--- src/rtl/stepgen_pkg.sv ---
// Shared constants for the Wishbone step/dir generator: register offsets,
// CTRL/STATUS bit positions, channel FSM states and a byte-lane merge helper.
package stepgen_pkg;

  localparam logic [1:0] REG_CTRL   = 2'd0;
  localparam logic [1:0] REG_PERIOD = 2'd1;
  localparam logic [1:0] REG_STEPS  = 2'd2;
  localparam logic [1:0] REG_STATUS = 2'd3;

  localparam int CTRL_START = 0;
  localparam int CTRL_DIR   = 1;
  localparam int CTRL_ABORT = 2;
  localparam int CTRL_IE    = 3;

  localparam int STAT_BUSY = 0;
  localparam int STAT_DONE = 1;

  typedef enum logic [1:0] {
    ST_IDLE = 2'd0,
    ST_HIGH = 2'd1,
    ST_LOW  = 2'd2
  } ch_state_e;

  function automatic logic [31:0] merge_bytes(input logic [31:0] old_val,
                                               input logic [31:0] new_val,
                                               input logic [3:0]  sel);
    logic [31:0] res;
    for (int b = 0; b < 4; b++) begin
      res[8*b +: 8] = sel[b] ? new_val[8*b +: 8] : old_val[8*b +: 8];
    end
    return res;
  endfunction

endpackage

--- src/rtl/stepgen_channel.sv ---
// One step/dir channel: IDLE/HIGH/LOW FSM, phase timer and remaining-step counter.
// state_o is the FSM state; step and busy are decoded from it by the parent.
module stepgen_channel
  import stepgen_pkg::*;
#(
  parameter int CNT_W = 32
) (
  input  logic             clk,
  input  logic             rst_n,
  input  logic             start_i,
  input  logic             abort_i,
  input  logic             halt_i,
  input  logic             dir_cfg_i,
  input  logic [CNT_W-1:0] period_i,
  input  logic [CNT_W-1:0] steps_i,
  output ch_state_e        state_o,
  output logic             dir_o,
  output logic             done_o,
  output logic             done_evt_o
);

  ch_state_e        state_q, state_d;
  logic [CNT_W-1:0] timer_q, timer_d;
  logic [CNT_W-1:0] remain_q, remain_d;
  logic             dir_d;
  logic [CNT_W-1:0] phase_load;

  // Timer counts down to zero, so a phase lasts phase_load+1 = max(PERIOD,1) cycles.
  // PERIOD is sampled only when a phase is loaded, so mid-phase writes wait.
  assign phase_load = (period_i == '0) ? '0 : period_i - CNT_W'(1);

  always_comb begin
    state_d    = state_q;
    timer_d    = timer_q;
    remain_d   = remain_q;
    dir_d      = dir_o;
    done_evt_o = 1'b0;
    case (state_q)
      ST_IDLE: begin
        if (start_i && !abort_i && !halt_i) begin
          if (steps_i == '0) begin
            done_evt_o = 1'b1;
          end else begin
            state_d  = ST_HIGH;
            timer_d  = phase_load;
            remain_d = steps_i;
            dir_d    = dir_cfg_i;
          end
        end
      end
      ST_HIGH, ST_LOW: begin
        if (abort_i || halt_i) begin
          state_d    = ST_IDLE;
          done_evt_o = 1'b1;
        end else if (timer_q != '0) begin
          timer_d = timer_q - CNT_W'(1);
        end else if (state_q == ST_HIGH) begin
          state_d = ST_LOW;
          timer_d = phase_load;
        end else if (remain_q == CNT_W'(1)) begin
          state_d    = ST_IDLE;
          remain_d   = '0;
          done_evt_o = 1'b1;
        end else begin
          state_d  = ST_HIGH;
          timer_d  = phase_load;
          remain_d = remain_q - CNT_W'(1);
        end
      end
      default: state_d = ST_IDLE;
    endcase
  end

  always_ff @(posedge clk or negedge rst_n) begin
    if (!rst_n) begin
      state_q  <= ST_IDLE;
      timer_q  <= '0;
      remain_q <= '0;
      dir_o    <= 1'b0;
      done_o   <= 1'b0;
    end else begin
      state_q  <= state_d;
      timer_q  <= timer_d;
      remain_q <= remain_d;
      dir_o    <= dir_d;
      done_o   <= done_evt_o;
    end
  end

  assign state_o = state_q;

endmodule

--- src/rtl/wb_stepgen.sv ---
// Wishbone classic slave with NCH step/dir generator channels.
// Handshake: a request (cyc & stb while ack low) is acked for exactly one cycle on the next cycle; writes commit at the end of that ack cycle.
module wb_stepgen
  import stepgen_pkg::*;
#(
  parameter int NCH   = 2,
  parameter int CNT_W = 32
) (
  input  logic           wb_clk_i,
  input  logic           wb_rst_ni,
  input  logic           wbs_cyc_i,
  input  logic           wbs_stb_i,
  input  logic           wbs_we_i,
  input  logic [3:0]     wbs_sel_i,
  input  logic [31:0]    wbs_adr_i,
  input  logic [31:0]    wbs_dat_i,
  output logic           wbs_ack_o,
  output logic [31:0]    wbs_dat_o,
  input  logic           halt_i,
  output logic [NCH-1:0] step_o,
  output logic [NCH-1:0] dir_o,
  output logic [NCH-1:0] busy_o,
  output logic [NCH-1:0] done_o,
  output logic           irq_o
);

  logic        req, wr;
  logic        ack_q, we_q;
  logic [3:0]  sel_q, ch_q;
  logic [1:0]  reg_q;
  logic [31:0] dat_q, rdata;
  logic        unused_adr;

  logic [NCH-1:0] hit, start, abort, clr_done, done_evt;
  logic [NCH-1:0] dir_q, ie_q, done_q;
  logic [CNT_W-1:0] period_q [NCH];
  logic [CNT_W-1:0] steps_q  [NCH];
  ch_state_e        ch_state [NCH];

  assign unused_adr = ^{wbs_adr_i[31:8], wbs_adr_i[1:0]};

  assign req = wbs_cyc_i & wbs_stb_i & ~ack_q;
  assign wr  = ack_q & we_q;

  // The request is captured so the ack-cycle commit does not depend on the master still holding the bus.
  always_ff @(posedge wb_clk_i or negedge wb_rst_ni) begin
    if (!wb_rst_ni) begin
      ack_q <= 1'b0;
      we_q  <= 1'b0;
      sel_q <= '0;
      ch_q  <= '0;
      reg_q <= '0;
      dat_q <= '0;
    end else begin
      ack_q <= req;
      if (req) begin
        we_q  <= wbs_we_i;
        sel_q <= wbs_sel_i;
        ch_q  <= wbs_adr_i[7:4];
        reg_q <= wbs_adr_i[3:2];
        dat_q <= wbs_dat_i;
      end
    end
  end

  always_comb begin
    hit      = '0;
    start    = '0;
    abort    = '0;
    clr_done = '0;
    for (int i = 0; i < NCH; i++) begin
      hit[i]      = (ch_q == 4'(i));
      start[i]    = wr & hit[i] & (reg_q == REG_CTRL) & sel_q[0] & dat_q[CTRL_START];
      abort[i]    = wr & hit[i] & (reg_q == REG_CTRL) & sel_q[0] & dat_q[CTRL_ABORT];
      clr_done[i] = wr & hit[i] & (reg_q == REG_STATUS) & sel_q[0] & dat_q[STAT_DONE];
    end
  end

  always_ff @(posedge wb_clk_i or negedge wb_rst_ni) begin
    if (!wb_rst_ni) begin
      dir_q  <= '0;
      ie_q   <= '0;
      done_q <= '0;
      for (int i = 0; i < NCH; i++) begin
        period_q[i] <= CNT_W'(1);
        steps_q[i]  <= '0;
      end
    end else begin
      for (int i = 0; i < NCH; i++) begin
        if (wr && hit[i]) begin
          case (reg_q)
            REG_CTRL: begin
              if (sel_q[0]) begin
                dir_q[i] <= dat_q[CTRL_DIR];
                ie_q[i]  <= dat_q[CTRL_IE];
              end
            end
            REG_PERIOD: period_q[i] <= CNT_W'(merge_bytes(32'(period_q[i]), dat_q, sel_q));
            REG_STEPS:  steps_q[i]  <= CNT_W'(merge_bytes(32'(steps_q[i]), dat_q, sel_q));
            default: ;
          endcase
        end
        // A completion in the same cycle as a W1C keeps the flag set.
        done_q[i] <= done_evt[i] | (done_q[i] & ~clr_done[i]);
      end
    end
  end

  always_comb begin
    rdata = '0;
    for (int i = 0; i < NCH; i++) begin
      if (hit[i]) begin
        case (reg_q)
          REG_CTRL: begin
            rdata[CTRL_DIR] = dir_q[i];
            rdata[CTRL_IE]  = ie_q[i];
          end
          REG_PERIOD: rdata = 32'(period_q[i]);
          REG_STEPS:  rdata = 32'(steps_q[i]);
          default: begin
            rdata[STAT_BUSY] = busy_o[i];
            rdata[STAT_DONE] = done_q[i];
          end
        endcase
      end
    end
  end

  assign wbs_ack_o = ack_q;
  assign wbs_dat_o = ack_q ? rdata : '0;
  assign irq_o     = |(done_q & ie_q);

  for (genvar g = 0; g < NCH; g++) begin : g_ch
    stepgen_channel #(.CNT_W(CNT_W)) u_ch (
      .clk        (wb_clk_i),
      .rst_n      (wb_rst_ni),
      .start_i    (start[g]),
      .abort_i    (abort[g]),
      .halt_i     (halt_i),
      .dir_cfg_i  (dat_q[CTRL_DIR]),
      .period_i   (period_q[g]),
      .steps_i    (steps_q[g]),
      .state_o    (ch_state[g]),
      .dir_o      (dir_o[g]),
      .done_o     (done_o[g]),
      .done_evt_o (done_evt[g])
    );
    assign step_o[g] = (ch_state[g] == ST_HIGH);
    assign busy_o[g] = (ch_state[g] != ST_IDLE);
  end

endmodule

--- config.mk ---
export PLATFORM = sky130hd
export DESIGN_NAME = wb_stepgen
export DESIGN_NICKNAME = d
export VERILOG_FILES = /design/src/rtl/stepgen_pkg.sv /design/src/rtl/stepgen_channel.sv /design/src/rtl/wb_stepgen.sv
export SDC_FILE = /design/constraint.sdc
export NUM_CORES = 1
export LEC_CHECK = 0
export BUFFER_PORTS_ARGS = -buffer_cell sky130_fd_sc_hd__buf_2
export CAP_MARGIN = 20
export CORE_UTILIZATION = 40
export DETAILED_ROUTE_END_ITERATION = 10
export PLACE_DENSITY = 0.66
export SYNTH_ARGS = -nofsm -noshare
export SYNTH_HDL_FRONTEND = slang
export SYNTH_HIERARCHICAL = 1
export SYNTH_SLANG_ARGS = --single-unit
--- constraint.sdc ---
create_clock -name wb_clk_i -period 5.1 [get_ports wb_clk_i]
set_input_delay 0.255 -clock wb_clk_i [delete_from_list [all_inputs] [get_ports wb_clk_i]]
set_output_delay 0.255 -clock wb_clk_i [all_outputs]
set_load 0.1 [all_outputs]
==> results of run 1 <==
-- cell usage in the layout (no fill, tap or decap), types with 45 or more instances in the layout --
| cell | instances |
|---|---|
| dfrtp_1 | 312 |
| buf_2 | 88 |
| mux2_2 | 180 |
| inv_1 | 46 |
| o22ai_1 | 45 |
| a21oi_1 | 75 |
| a22oi_1 | 75 |
| nor4_1 | 56 |
| o21ai_0 | 152 |
| nand2_1 | 73 |
| nor3_1 | 101 |
| nor2_1 | 121 |
| a22o_1 | 57 |
-- layer usage --
layer,global-route usage (%),vias to the layer above
met5,0,-
met4,9.05,2
met3,3.02,96
met2,36.6,725
met1,34.3,8016
li1,-,7201
-- state kept, by name (all words and copies together), names as in the netlist --
register	flops
ie_q	2
done_q	2
sel_q	4
g_ch.u_ch/remain_q	64
g_ch.u_ch/state_o	4
dat_q	32
we_q	1
g_ch.u_ch/timer_q	64
g_ch.u_ch/dir_o	2
wbs_ack_o	1
g_ch.u_ch/done_o	2
dir_q	2
ch_q	4
reg_q	2
period_q	64
steps_q	64
-- area by class of cell --
cell class | instances | area (um^2)
Fill cell | 4144 | 23800
Multi-Input combinational cell | 1366 | 9690
Sequential cell | 314 | 7860
Timing Repair Buffer | 159 | 1100
Clock buffer | 51 | 1070
Tap cell | 592 | 741
Clock inverter | 14 | 208
Inverter | 47 | 176
-- power groups by stage --
stage	Sequential, mW	Combinational, mW	Clock [mW]
detailed placement	3.78	5.14	0
floorplan	3.58	4.04	0
finish	3.77	5.24	2.81
global placement	3.75	5.01	0
CTS	3.75	5.18	2.86
global route	3.86	5.76	2.94
-- logic make-up after synthesis --
logic type	count (synthesis)	synth area share, %
xor gates and xnor gates	53	2.55
and+or+nand+nor	579	18.1
DFF	314	43.1
AOI/OAI and AO/OA	525	19.3
muxes	188	11.6
adders and majority gates	21	1.44
buffers and inverters	163	3.94
-- path summary, 6_finish.rpt --
path                                                      start                               endpoint  slack [ns]  depth (start not counted)
setup / recovery           g_ch[0].u_ch/timer_q[18]$_DFFE_PN0P_  g_ch[0].u_ch/remain_q[24]$_DFFE_PN0P_        1.33                          8
hold / removal                                           halt_i    g_ch[0].u_ch/state_o[1]$_DFFE_PN0P_        0.30                          4
setup reg to reg           g_ch[0].u_ch/timer_q[18]$_DFFE_PN0P_  g_ch[0].u_ch/remain_q[24]$_DFFE_PN0P_        1.33                          8
hold reg to reg            g_ch[1].u_ch/timer_q[14]$_DFFE_PN0P_   g_ch[1].u_ch/timer_q[14]$_DFFE_PN0P_        0.50                          1
max in group asynchronous                             wb_rst_ni                  dat_q[25]$_DFFE_PN0P_        3.37                          3
min in group asynchronous                             wb_rst_ni    g_ch[0].u_ch/timer_q[5]$_DFFE_PN0P_        0.31                          2
-- worst max-delay path, cell delays in order (launching register included) --
cell     delay, ns
dfrtp_1       0.40
or3_1         0.46
or4b_1        0.70
o41a_1        0.76
a211o_1       0.35
buf_4         0.25
nor2_1        0.47
a22oi_1       0.18
nand3_1       0.11
-- stage by stage --
stage / std cells / cell area (um^2) / hold slack (ns)
3_3_place_gp: 2434 / 19100 / 0.380
4_1_cts: 2543 / 20900 / 0.267
3_5_place_dp: 2434 / 19100 / 0.385
6_report: 2543 / 20900 / 0.300
5_1_grt: 2543 / 20900 / 0.314
2_1_floorplan: 1843 / 18200 / -0.0406
==> reports/qor.csv, run 1 <==
metric,value,unit
hpwl,39300,um
worst_slew_pin_slew,1.08,ns
clkSlewWorstSetupHoldPaths,0.06,ns
fin_ws,1.33,ns
finClkSkew,0.0209,ns
period_needed,3.77,ns
ys_ff_latch,314,
drt-pass1-iter-count,5,
via_count,16000,
leakage,9.07,nW
synthMostInstantiatedCell,dfrtp_1,
switching_share,43.8,%
gp_congestion,0.939,
grt.total_usage,23.9,%
rsz0062_at_grt,no,
yosys.area.top_type,dfrtp_1,
start_kind,flip-flop,
wl_met1,24700,um
drcViolationCount,0,
highest_layer,met5,
cts_made_buffers,36,
crit_fanout,41,
wl_per_cell,21.9,um
switchingPower,5.17,mW
yosys-top-cells-count,"dfrtp_1, mux2_2, o21ai_0",
n_antenna_cell,0,
critical_path_class,reg -> reg,
overflow,0,
grt_pass1_vias,15400,
clk_latency,0.56,ns
maxCapViolCount,0,
die_y,215,um
cts_tree,done,
internal-power,6.65,mW
cts_sinks,314,
initial_core_util,40.9,%
clock_path_buffers,3,
slew_viol_final,0,
setup_viol,0,
dr_wl_met3,4230,um
cp-end-kind,flip-flop,
synthFlopType,dfrtp_1,
required,5.58,ns
status,"finished, final reports clean",
total_power,11.8,mW
timing.final.hold_violations,0,
hold_path_class,in -> reg,
dieArea,46400,um^2
synthesis.nets,1938,
port_buffers,89,
grt_pass1_wl,87900,um
max_freq,265,MHz
synth_warnings,6,
root_buffer,clkbuf_16,
synthArstFlopShare,100,%
synth_top_area_share,42.8,%
vias_per_cell,6.31,
critPathArrivalTime,4.26,ns
wl,55800,um
tns,0,ns
synth_area,18200,um^2
netlist_instances,1843,
ys_types,86,
pin_count,116,
fin_util,46.7,%
power.density,567,nW/um^2
synth-edff-count,0,
antenna_found_initial,2,
grt_max_degree,140,
post-route-period-util,74.0,%
fin_nets,2019,
combPwrFrac,44.4,%
clkPwrFrac,23.7,%
syn-mean-instance-area,9.89,um^2
cts.repair.resized,0,
ant_nets,0,
drtIter0Drc,1809,
synthTopCellsByArea,"dfrtp_1, mux2_2, o21ai_0",
post_cts_buffers,0,
synth_seq_area_share,43.1,%
h-tree-depth,2,
row_count,77,
fp.coreArea,44600,um^2
max_slew_margin,27.5,%
seqPwrFrac,31.9,%
drive_above_1_share,20.9,%
syn2layout_area_growth,14.4,%
hold_buffers,44,
fp.dieW,215,um
ir_drop,304,uV
dr_wl_met2,25000,um
place_worst_setup_slack,1.40,ns
Power figures use the tool's default switching activity.
==> inputs of run 2 (changes only) <==
--- a/config.mk
+++ b/config.mk
@@ -9,7 +9,7 @@
 export CAP_MARGIN = 20
 export CORE_UTILIZATION = 40
 export DETAILED_ROUTE_END_ITERATION = 10
-export PLACE_DENSITY = 0.66
+export PLACE_DENSITY = 0.69
 export SYNTH_ARGS = -nofsm -noshare
 export SYNTH_HDL_FRONTEND = slang
 export SYNTH_HIERARCHICAL = 1
==> constraint.sdc (replaced) <==
create_clock -name wb_clk_i -period 3.4 [get_ports wb_clk_i]
set_input_delay 0.17 -clock wb_clk_i [delete_from_list [all_inputs] [get_ports wb_clk_i]]
set_output_delay 0.17 -clock wb_clk_i [all_outputs]
set_load 0.1 [all_outputs]
==> run 2 against run 1 <==
First-iteration DRC count shrank 12%. Maximum frequency up 17%. Clock power rose by 44%. Global-route usage rose by 0.45 points. Cell count up 2.8%. Via count up 2.1%. Design area rose by 2.5%. Largest power group unchanged. Sequential power rose by 49%. Count of clock-buffer cells in the layout is the same. Highest routed layer is now met4. Critical path type unchanged. Critical path depth shrank 2. Power is 51% higher. Non-clock buffer count is 71 higher.
==> reports/qor.csv, run 2 (same netlist as run 1, synthesis figures left out) <==
metric,value,unit
start_kind,flip-flop,
required,3.85,ns
root_buffer,clkbuf_16,
r2r-end,g_ch[0].u_ch/timer_q[6]$_DFFE_PN0P_,
grt_max_degree,102,
fin_ws,0.171,ns
overflow,0,
cts_made_buffers,36,
tns,0,ns
fp.dieW,215,um
grt_pass1_vias,15700,
worst_slew_pin_slew,0.891,ns
syn2layout_area_growth,17.3,%
finClkSkew,0.0141,ns
critical_path_class,reg -> reg,
vias_per_cell,6.26,
period_needed,3.23,ns
timing.final.hold_violations,0,
dieArea,46400,um^2
grt.total_usage,24.3,%
drtIter0Drc,1583,
drive_above_1_share,23.6,%
rsz0062_at_grt,no,
ir_drop,483,uV
hold-worst-slack,0.190,ns
status,"finished, final reports clean",
drt-pass1-iter-count,7,
maxCapViolCount,0,
hpwl,40600,um
cts_tree,done,
critPathArrivalTime,3.68,ns
row_count,77,
cts_sinks,314,
cp-end-kind,flip-flop,
leakage,9.42,nW
gp_congestion,0.942,
final_cell_mix,"dfrtp_1, mux2_2, o21ai_0",
initial_core_util,40.9,%
final_common_cell,dfrtp_1,
total_power,17.9,mW
wl_per_cell,21.6,um
max_freq,310,MHz
r2r_start,period_q[50]$_DFFE_PN0P_,
place_worst_setup_slack,0.188,ns
max_slew_margin,40.0,%
via_count,16400,
fin_nets,2090,
ant_nets,0,
setup_viol,0,
h-tree-depth,2,
antenna_found_initial,1,
drcViolationCount,0,
clk_latency,0.56,ns
wl,56600,um
grt_pass1_wl,89600,um
die_y,215,um
port_buffers,89,
clock_path_buffers,3,
r2r_cells,6,
ff2ff_setup_slack,0.17,ns
slew_viol_final,0,
power.density,837,nW/um^2
fin_util,47.9,%
hold_path_class,in -> async,
fp.coreArea,44600,um^2
pin_count,116,
post-route-period-util,95.0,%
clkSlewWorstSetupHoldPaths,0.06,ns
post_cts_buffers,0,
crit_fanout,11,
-- run 2: changes by cell type in the layout (fill, tap and decap cells not counted), sizes merged --
cell      before  now
clkinv         6    7
bufinv         5    4
diode          0    2
clkinvlp       2    1
buf          115  186
-- run 2: timing repair --
action	CTS	global route
hold buffers	44	0
hold endpoints to repair	136	0
setup endpoints to repair	0	9
resized for setup	0	2
-- run 2: critical path, stage by stage (launching register included) --
cell and delay [ns]:
dfrtp_1 0.38, nor4_1 0.78, nand4b_1 0.36, or4_1 0.73, and2_1 0.42, a22o_1 0.28, a22o_1 0.17
-- run 2: where the power goes --
part	total (mW)	internal (mW)	switching [mW]
combinational	8.23	3.03	5.20
sequential	5.62	4.59	1.03
clock	4.04	2.42	1.62
total	17.9	10.0	7.85
-- run 2: per-layer routing --
| metal | vias up | GRT usage (%) | part of all wire [%] | wire [um] |
|---|---|---|---|---|
| li1 | 7333 | - | - | - |
| met1 | 8169 | 34.9 | 44 | 25100 |
| met2 | 750 | 37.0 | 44 | 25000 |
| met3 | 129 | 4.14 | 8.0 | 4520 |
| met4 | 0 | 8.32 | 3.5 | 1990 |
| met5 | - | 0 | 0 | 0 |
-- run 2: layout make-up --
| class | instances | area (um^2) |
|---|---|---|
| inverter | 47 | 176 |
| clock inverter | 13 | 175 |
| tap | 592 | 741 |
| antenna | 2 | 5.00 |
| clock buffer | 51 | 1030 |
| multi-input combinational | 1366 | 9710 |
| fill | 4050 | 23200 |
| sequential | 314 | 7860 |
| timing repair buffer | 230 | 1690 |
-- run 2: worst max-delay path by stage --
stage                                           from                             endpoint  slack [ns]  cells past startpoint
2_1_floorplan                    wbs_ack_o$_DFF_PN0_                         wbs_dat_o[3]       -0.15                      3
3_3_place_gp   g_ch[0].u_ch/remain_q[28]$_DFFE_PN0P_  g_ch[0].u_ch/timer_q[2]$_DFFE_PN0P_        0.26                      7
3_5_place_dp                period_q[50]$_DFFE_PN0P_  g_ch[0].u_ch/timer_q[6]$_DFFE_PN0P_        0.19                      6
4_1_cts                         reg_q[1]$_DFFE_PN0P_                        wbs_dat_o[20]        0.15                      7
5_1_grt                     period_q[50]$_DFFE_PN0P_  g_ch[0].u_ch/timer_q[6]$_DFFE_PN0P_       0.001                      6
6_report                    period_q[50]$_DFFE_PN0P_  g_ch[0].u_ch/timer_q[6]$_DFFE_PN0P_        0.17                      6
-- run 2: stage by stage --
step / std cells / area [um^2]
final: 2615 / 21400
after global routing: 2613 / 21400
after CTS: 2613 / 21400
after detailed placement: 2505 / 19700
after global placement: 2505 / 19700
after floorplan: 1843 / 18200
